==> src/rtl/seg7_pkg.sv <==
`default_nettype none
// ============================================================================
//  seg7_pkg : shared seven-segment glyph table and polarity helper
//  Revision : 1.0
// ============================================================================
package seg7_pkg;

    // Active-high segment pattern for an unlit digit.
    localparam logic [6:0] SEG_BLANK = 7'h00;

    // Active-high glyphs, bit0 = a ... bit6 = g: 0-9, A, b, C, d, E, F.
    localparam logic [6:0] GLYPH [0:15] = '{
        7'h3F, 7'h06, 7'h5B, 7'h4F,
        7'h66, 7'h6D, 7'h7D, 7'h07,
        7'h7F, 7'h6F, 7'h77, 7'h7C,
        7'h39, 7'h5E, 7'h79, 7'h71
    };

    function automatic logic [6:0] seg_active_low(input logic [6:0] seg);
        return ~seg;
    endfunction

endpackage : seg7_pkg
`default_nettype wire

==> src/rtl/seg7_decode.sv <==
`default_nettype none
// ============================================================================
//  seg7_decode : hex nibble to active-high seven-segment pattern
//  Revision    : 1.0
// ============================================================================
module seg7_decode
    import seg7_pkg::*;
(
    input  logic [3:0] nibble,
    output logic [6:0] seg
);

    assign seg = GLYPH[nibble];

endmodule : seg7_decode
`default_nettype wire

==> src/rtl/seg7_scan_driver.sv <==
`default_nettype none
// ============================================================================
//  seg7_scan_driver : multiplexed hex display scanner with frame-synchronous
//                     loading, decimal points, zero blanking and PWM dimming
//  Revision         : 1.0
// ============================================================================
module seg7_scan_driver
    import seg7_pkg::*;
#(
    parameter int NUM_DIGITS = 8,
    parameter int DIV_LOG2   = 14
) (
    input  logic                    clk_in,
    input  logic                    rst_in,
    input  logic [4*NUM_DIGITS-1:0] val_in,
    input  logic [NUM_DIGITS-1:0]   dp_in,
    input  logic                    load_in,
    input  logic                    blank_lz_in,
    input  logic [3:0]              bright_in,
    output logic [6:0]              cat_out,
    output logic                    dp_out,
    output logic [NUM_DIGITS-1:0]   an_out,
    output logic                    frame_out
);

    localparam int              IDX_W    = (NUM_DIGITS > 1) ? $clog2(NUM_DIGITS) : 1;
    localparam int              VAL_W    = 4 * NUM_DIGITS;
    localparam logic [IDX_W-1:0] LAST_IDX = IDX_W'(NUM_DIGITS - 1);

    logic [DIV_LOG2-1:0]   slot_cnt;
    logic [IDX_W-1:0]      digit_idx;
    logic [VAL_W-1:0]      pending_val;
    logic [NUM_DIGITS-1:0] pending_dp;
    logic                  pending_flag;
    logic [VAL_W-1:0]      disp_val;
    logic [NUM_DIGITS-1:0] disp_dp;

    logic                  slot_last;
    logic                  frame_edge;
    logic [NUM_DIGITS-1:0] zero_from;
    logic [3:0]            cur_nibble;
    logic                  cur_dp;
    logic                  cur_lz;
    logic                  blank_now;
    logic                  pwm_on;
    logic [6:0]            glyph_seg;
    logic [NUM_DIGITS-1:0] an_next;

    assign slot_last  = &slot_cnt;
    assign frame_edge = slot_last && (digit_idx == LAST_IDX);

    // ------------------------------------------------------------------
    // Scan counters
    // ------------------------------------------------------------------
    always_ff @(posedge clk_in or posedge rst_in) begin
        if (rst_in) begin
            slot_cnt  <= '0;
            digit_idx <= '0;
        end else begin
            slot_cnt <= slot_cnt + 1'b1;
            if (slot_last) begin
                digit_idx <= (digit_idx == LAST_IDX) ? '0 : digit_idx + 1'b1;
            end
        end
    end

    // ------------------------------------------------------------------
    // Double-buffered value: the display copy only moves on a frame edge,
    // so a frame never mixes old and new digits.
    // ------------------------------------------------------------------
    always_ff @(posedge clk_in or posedge rst_in) begin
        if (rst_in) begin
            pending_val  <= '0;
            pending_dp   <= '0;
            pending_flag <= 1'b0;
            disp_val     <= '0;
            disp_dp      <= '0;
        end else if (frame_edge) begin
            if (load_in) begin
                disp_val <= val_in;
                disp_dp  <= dp_in;
            end else if (pending_flag) begin
                disp_val <= pending_val;
                disp_dp  <= pending_dp;
            end
            pending_flag <= 1'b0;
        end else if (load_in) begin
            pending_val  <= val_in;
            pending_dp   <= dp_in;
            pending_flag <= 1'b1;
        end
    end

    // zero_from[i] is set when nibbles i..NUM_DIGITS-1 are all zero.
    always_comb begin : p_zero_scan
        logic all_zero;
        all_zero  = 1'b1;
        zero_from = '0;
        for (int i = NUM_DIGITS - 1; i >= 0; i--) begin
            all_zero     = all_zero && (disp_val[i*4 +: 4] == 4'h0);
            zero_from[i] = all_zero;
        end
    end

    always_comb begin
        cur_nibble = 4'h0;
        cur_dp     = 1'b0;
        cur_lz     = 1'b0;
        an_next    = '1;
        for (int i = 0; i < NUM_DIGITS; i++) begin
            if (digit_idx == IDX_W'(i)) begin
                cur_nibble = disp_val[i*4 +: 4];
                cur_dp     = disp_dp[i];
                cur_lz     = zero_from[i];
                an_next[i] = ~pwm_on;
            end
        end
    end

    assign blank_now = blank_lz_in && (digit_idx != '0) && cur_lz;

    // Slot cycle 0 is always dark so the cathodes settle before the next anode.
    assign pwm_on = (slot_cnt[DIV_LOG2-1 -: 4] <= bright_in) && (slot_cnt != '0);

    seg7_decode u_decode (
        .nibble (cur_nibble),
        .seg    (glyph_seg)
    );

    // ------------------------------------------------------------------
    // Registered pin drivers
    // ------------------------------------------------------------------
    always_ff @(posedge clk_in or posedge rst_in) begin
        if (rst_in) begin
            cat_out   <= 7'h7F;
            dp_out    <= 1'b1;
            an_out    <= '1;
            frame_out <= 1'b0;
        end else begin
            cat_out   <= seg_active_low(blank_now ? SEG_BLANK : glyph_seg);
            dp_out    <= ~(cur_dp && !blank_now);
            an_out    <= an_next;
            frame_out <= (slot_cnt == '0) && (digit_idx == '0);
        end
    end

endmodule : seg7_scan_driver
`default_nettype wire

==> config.mk <==
export PLATFORM = sky130hd
export DESIGN_NAME = seg7_scan_driver
export DESIGN_NICKNAME = d
export VERILOG_FILES = /design/src/rtl/seg7_pkg.sv /design/src/rtl/seg7_decode.sv /design/src/rtl/seg7_scan_driver.sv
export SDC_FILE = /design/constraint.sdc
export NUM_CORES = 1
export LEC_CHECK = 0
export CAP_MARGIN = 20
export CORE_MARGIN = 3
export CORE_UTILIZATION = 58
export CTS_BUF_LIST = sky130_fd_sc_hd__clkbuf_4
export CTS_CLUSTER_DIAMETER = 30
export DETAILED_ROUTE_END_ITERATION = 16
export PLACE_DENSITY_LB_ADDON = 0.08
export SETUP_SLACK_MARGIN = 0.1
export SKIP_CTS_REPAIR_TIMING = 1
export SYNTH_ARGS = -nofsm -noshare
export SYNTH_HDL_FRONTEND = slang
export SYNTH_SLANG_ARGS = --single-unit
==> constraint.sdc <==
create_clock -name clk_in -period 5.4 [get_ports clk_in]
set_clock_uncertainty 0.05 [all_clocks]
set_input_delay 1.62 -clock clk_in [delete_from_list [all_inputs] [get_ports clk_in]]
set_output_delay 1.62 -clock clk_in [all_outputs]
set_load 0.01 [all_outputs]
Word level (Yosys, flattened, before mapping)
Memory sizes are Yosys's and may differ from the RTL's. Index checks and enable logic that the tools add are counted.

Add/sub/neg operators: 2. Magnitude comparators: 2. Eq/ne operators: 7. Mux-type cells: 42. Bitwise gates (word level): 5. Reduce and logical (&&, ||, !) cells: 31.

Operators with widths (count): 32-bit 2-to-1 mux (2); 4-bit logical NOT (8); 4-bit 2-to-1 mux (8); 1-bit 2-to-1 mux (26); 7-bit 2-to-1 mux (3); 8-bit 2-to-1 mux (2); 14-bit by 1-bit adder with 14-bit output, second input constant (1); 14-bit logical NOT (1); 14-bit AND reduction (1); 14-bit nonzero test (1); 1-bit logical AND (13); 3-bit equality test, second input constant (4); 7-bit inverter (1); 3-bit by 2-bit equality test with 1-bit output, second input constant (2); 5-bit >= comparator, second input constant (1); 4-bit inverter with 5-bit output (1); 4-bit less-or-equal comparator (1); 2-bit AND reduction (2); 2-bit nonzero test (2); 3-bit by 1-bit adder with 3-bit output, second input constant (1); 3-bit by 1-bit equality test with 1-bit output, second input constant (1); 3-bit logical NOT (1); 3-bit 2-to-1 mux (1); 1-bit inverter (3); 2 further kinds (2).

Register bits: 115. Memory bits (read-only): 112. Output and inout port bits: 17. Memories: 1.

Memory list: (no name shown) (words 16, bits a word 7, rd ports 1, clocked after memory_dff 0, wr ports 0, line seg7_decode.sv:13) `assign seg = GLYPH[nibble];`.

Logic depth before layout (Yosys ltp)
Word-level depth: 20. Gate-level depth with buffers: 13. Depth with buffers taken out: 12.

Cells and area by module
Synthesis repeated with hierarchy kept, for this count alone.

Cells, all modules: 516. Area, all modules: 5704.2 um^2.

By module, submodules not included: seg7_scan_driver (times used 1, cells an instance 483, area each 5413.9 um^2); seg7_decode (times used 1, cells an instance 33, area each 290.3 um^2).

Least setup slack after synthesis
Ideal clock, no wire load.

Path type: input port to flip-flop. Start point: input port bright_in[1]. End point: register an_out[0]. Library setup time: 0.093 ns. Arrival time: 2.828 ns. Required time: 5.257 ns. Slack: 2.429 ns. Stages on the path: 9. Buffers on the path: 0. Path through: inv_1 -> ha_1 -> nor2b_1 -> o21ai_0 -> nand2b_1 -> a21oi_1 -> a41oi_1 -> nor2_1 -> nand3_1.

Cells in the longest elaborated chain, start to end: 4.

Ends and longest elaborated chain: start: declaration (line seg7_scan_driver.sv:19) `input logic [3:0] bright_in,`; 4-bit less-or-equal comparator (line seg7_scan_driver.sv:123) `assign pwm_on = (slot_cnt[DIV_LOG2-1 -: 4] <= bright_in) && (slot_cnt != '0);`; 1-bit logical AND (line seg7_scan_driver.sv:123); 1-bit inverter (line seg7_scan_driver.sv:115) `an_next[i] = ~pwm_on;`; 1-bit 2-to-1 mux (line seg7_scan_driver.sv:111) `if (digit_idx == IDX_W'(i)) begin`; via an_next[0] (line seg7_scan_driver.sv:47) `logic [NUM_DIGITS-1:0] an_next;`; end signal: assignment (line seg7_scan_driver.sv:142) `an_out <= an_next;`; end: declaration (line seg7_scan_driver.sv:22) `output logic [NUM_DIGITS-1:0] an_out,`.

The timed path passes the listed nets, and every way through them passes these cells. A chain may end at the register's enable or synchronous reset.

Worst setup path after layout
Start point: register digit_idx[2]. End point: register cat_out[3].

Cells in the longest elaborated chain, start to end: 15. Elaborated cells between the ends (all ways): 33. Classes of those cells: eq/ne: 7; mux: 19; bitwise: 2; reduce/logical: 4; memory: 1.

Ends and longest elaborated chain: start: declaration (line seg7_scan_driver.sv:31) `logic [IDX_W-1:0] digit_idx;`; start signal: assignment (line seg7_scan_driver.sv:62) `digit_idx <= (digit_idx == LAST_IDX) ? '0 : digit_idx + 1'b1;`; 3-bit logical NOT (line seg7_scan_driver.sv:111); 4-bit 2-to-1 mux (8 in a row) (line seg7_scan_driver.sv:111); 4-bit inverter with 5-bit output (not written as such) (line seg7_decode.sv:13); memory 16 x 7 bit; 7-bit 2-to-1 mux (not written as such) (2 in a row) (line seg7_decode.sv:13); 7-bit 2-to-1 mux * (line seg7_scan_driver.sv:140) `cat_out <= seg_active_low(blank_now ? SEG_BLANK : glyph_seg);`; 7-bit inverter * (line seg7_pkg.sv:20) `return ~seg;`; end signal: assignment (line seg7_scan_driver.sv:140); end: declaration (line seg7_scan_driver.sv:20) `output logic [6:0] cat_out,`.

Mark *: on every way between the ends. The rest lies on a longest branch, timed or not. The select of a mux whose other input is x is not followed.

==> metrics list <==
- The flow ran to the end, and the final reports show no timing, DRC or antenna violations.
- Gate Count Post-Synth: 518
- The top cell types in the final layout, fill and taps aside, are 99 x sky130_fd_sc_hd__dfrtp_1, 67 x sky130_fd_sc_hd__nand2_1, 63 x sky130_fd_sc_hd__clkdlybuf4s50_1.
- Post-route fraction of the period consumed by the critical path: 0.656
- The area growth from synthesis to layout is 16.7%.
- In the global route stage, overall resource usage came out at 0.227.
* Predominant post-synthesis flop cell: sky130_fd_sc_hd__dfrtp_1
- Total Wirelength: 12100 µm
- For this block, the via count after detailed routing is 4119.
* Pin count of the biggest net entering global routing: 81
- Port bufs: 64
- The internal power of the cells totals 1.36 mW.
- Post-synthesis cell area: 5830 µm²
- For this run the aggregate overflow at the end of global routing stands at 0.
- For this configuration, the core starts out at a cell density of 0.613.
- Of the post-synthesis cell area, the part taken by muxes is 0.190.
* Number of nets produced by synthesis: 584
- The worst setup path is captured at a flip-flop.
- STA puts the critical path data arrival time at 3.96 ns.
- Fraction of the yosys area taken by sequential cells: 0.497
- Crit path buf inv count: 2
- Derived from the worst setup path, the maximum achievable clock frequency is 282 MHz.
* Register Area: 2900 µm²
* Maximum clock insertion buffer count: 2
* Clk pwr share: 0.395
- After routing the design area is 6800 µm².
- First-pass GRT wire length: 20400 µm
- The filler cells instantiated in the layout total 722.
- Unique cell type count in the Yosys netlist: 49
- Clock slew seen by the registers of the worst setup and hold paths: 0.10 ns
* Count of synthesis-stage warnings from yosys: 0
- Number of enable flip-flop cells after synthesis: 0
- In this run the mean area of a mapped cell was 11.3 µm².
- DP HPWL: 8260 µm
* Worst Path Required: 5.81 ns
- Clock tree from TritonCTS: yes
- Setup repair after global routing left no endpoint under its margin.
- In the routed design, unresolved DRC markers number 0.
* Crit-path leading delay family: adder cells
* Placer congestion estimate: 0.907
* Placement Cell Area: 6490 µm²
* Die width: 106 µm
* Number of global-route vias before repair: 4173
- Parity-gate share of the synthesized area counting xor and xnor cells: 0.0180
- In this run the worst path has a maximum fanout of 19.
* Combinational family with the most area after synthesis: multiplexers
* Antenna cells: 0
* Sequential power share: 0.516
- Once detail routing completed, the nets flagged for antenna violations numbered 0.
- Min cycle time layout: 3.54 ns
- Tightest slew margin relative to the limit: 0.385
- Clock latency on the worst-skew pair, taken at its later pin, is 0.52 ns.
- Synthesis inferred 115 register bits.
* Net Switching: 0.403 mW
- At the end of the flow the core is filled with cells to 0.716.
* Maximum level of the CTS H-tree: 4
- Async S/R FF share, synth: 1.00
- The die covers 11300 µm².
- The critical path is of the reg -> reg type.
* Most frequent standard cell in the layout excluding fill and tap cells: sky130_fd_sc_hd__dfrtp_1
- The worst hold path belongs to the class reg -> reg.
- Per-cell via count in the routed design: 5.74
- Post-synthesis share of cell area spent on and, or, nand and nor gates: 0.118
- At the end of the flow, the number of nets in the layout was 642.
- VDD sags by at most 163 µV.
- For this block, the initial DRC count from the detailed router was 312.
- The tree is rooted in a sky130_fd_sc_hd__clkbuf_4.
- Critical path's slowest cell: sky130_fd_sc_hd__dfrtp_1
- Fraction of final layout cells sized beyond drive strength 1: 0.170
- Final slew viol count: 0
* Sw frac: 0.229
- On the worst path, the slowest cell contributes a delay of 0.70 ns.
- Worst slew pin tran: 0.922 ns
* IO Count: 65
- For this design the static power due to leakage is 3.17 nW.
- Across the run, the number of max-cap violations was 0.
* Footprint of the multi-input gates: 2700 µm²
- STA classifies the critical path startpoint as a flip-flop.
- The compound-gate portion of the synthesized area is 0.0983.
- Drt first pass iters: 7
* Cell Chain, Critical Path: clkinv_1 -> ha_1 -> nor2_1 -> a221oi_1 -> a31oi_1 -> inv_1 -> ha_1 -> mux2i_1 -> mux2_2 -> nand2_1
- The floorplan has 35 rows.
* Setup tns final: 0 ns
* Std-Cell Core Area: 9500 µm²
* P per Cell Area: 259 nW/µm²
- Setup violations remaining at the end of the flow were counted as 0.
- Of the total synthesized cell area, the portion taken by full adders, half adders and majority gates is 0.0386.
- The total count of hold-check failures in the final report is 0.
* Wire per inst: 16.8 µm
* Clock sink total: 115
- Share of power burned in combinational logic: 0.089
- Die span in y: 106 µm
- In this design, the critical path's most frequently occurring cell is sky130_fd_sc_hd__ha_1.
- CTS buffer count: 17
- The initial antenna violation count came to 0.
## path summary, 6_finish.rpt
kind,cells after the start,endpoint,startpoint,slack [ns]
min in group asynchronous,2,slot_cnt[0],rst_in,1.58
max in group asynchronous,3,dp_out,rst_in,2.83
worst max-delay path,10,cat_out[3],digit_idx[2],1.86
worst min-delay path,2,disp_dp[1],disp_dp[1],0.45
worst min register to register,2,disp_dp[1],disp_dp[1],0.45
worst max register to register,10,cat_out[3],digit_idx[2],1.86
## metrics by stage
step | hold slack (ns) | total power [mW] | setup slack (ns) | cells
after floorplan | 0.391 | 1.02 | 0.712 | 518
after global placement | 0.417 | 1.08 | 1.79 | 686
after detailed placement | 0.426 | 1.08 | 1.75 | 686
after CTS | 0.449 | 1.78 | 1.92 | 718
after global routing | 0.482 | 1.83 | 1.55 | 718
final | 0.448 | 1.76 | 1.86 | 718
## routing by layer
layer,part of all wire,global-route usage,routed length (µm),up-vias
li1,-,-,-,1943
met1,0.45,0.306,5390,2011
met2,0.48,0.358,5740,147
met3,0.063,0.0565,755,18
met4,0.014,0.0823,169,0
met5,0,0,0,-
## registers in the layout, indices dropped and copies added, names as in the netlist
register,count
cat_out,7
frame_out,1
dp_out,1
pending_dp,8
pending_flag,1
an_out,8
digit_idx,3
slot_cnt,14
pending_val,32
disp_dp,8
disp_val,32
## worst register-to-register path, delay by kind of cell (launching register included)
family / cells / cell delay (ns)
adders and majority gates: 2 / 0.85
DFF: 1 / 0.70
AOI/OAI and AO/OA: 2 / 0.63
buffers and inverters: 2 / 0.59
muxes: 2 / 0.35
and+or+nand+nor: 2 / 0.33
## logic make-up (layout without fill, tap and decap cells)
| family | after synthesis | count (layout) |
|---|---|---|
| AND/OR/NAND/NOR | 140 | 140 |
| flip-flops | 115 | 115 |
| AO/OA/AOI/OAI | 95 | 95 |
| multiplexers | 90 | 90 |
| buffers and inverters | 48 | 119 |
| adder cells (fa/ha/maj) | 18 | 18 |
| XOR/XNOR | 12 | 12 |
## power groups by stage
stage	Combinational [mW]	Sequential, mW	Clock, mW
detailed placement	0.157	0.924	0
CTS	0.159	0.908	0.712
global route	0.171	0.912	0.749
floorplan	0.103	0.919	0
finish	0.156	0.908	0.694
global placement	0.155	0.922	0
## synthesized netlist by cell type, types with 4 or more instances
cell type	n	area [µm²]
sky130_fd_sc_hd__nor2_1	16	60.1
sky130_fd_sc_hd__and3_1	4	25.0
sky130_fd_sc_hd__clkbuf_1	14	52.6
sky130_fd_sc_hd__buf_2	9	45.0
sky130_fd_sc_hd__a21oi_1	20	100
sky130_fd_sc_hd__buf_6	6	67.6
sky130_fd_sc_hd__or4_1	4	30.0
sky130_fd_sc_hd__nand3b_1	4	30.0
sky130_fd_sc_hd__inv_1	18	67.6
sky130_fd_sc_hd__xnor2_1	7	61.3
sky130_fd_sc_hd__dfstp_2	16	420
sky130_fd_sc_hd__nand3_1	13	65.1
sky130_fd_sc_hd__mux2_4	40	601
sky130_fd_sc_hd__ha_1	18	225
sky130_fd_sc_hd__dfrtp_1	99	2480
sky130_fd_sc_hd__xor2_1	5	43.8
sky130_fd_sc_hd__nand2b_1	6	37.5
sky130_fd_sc_hd__nand2_1	67	251
sky130_fd_sc_hd__mux2i_1	47	470
sky130_fd_sc_hd__nor4_1	6	37.5
sky130_fd_sc_hd__o21ai_0	48	240
sky130_fd_sc_hd__nor2b_1	4	25.0
## cell type report
type,instances,share of cell area
sequential,115,0.426
inverter,19,0.0109
clock inverter,13,0.0243
timing repair buffer,68,0.0979
tap,129,0.0237
clock buffer,19,0.0210
multi-input combinational,355,0.396
Power figures use the tool's default switching activity.
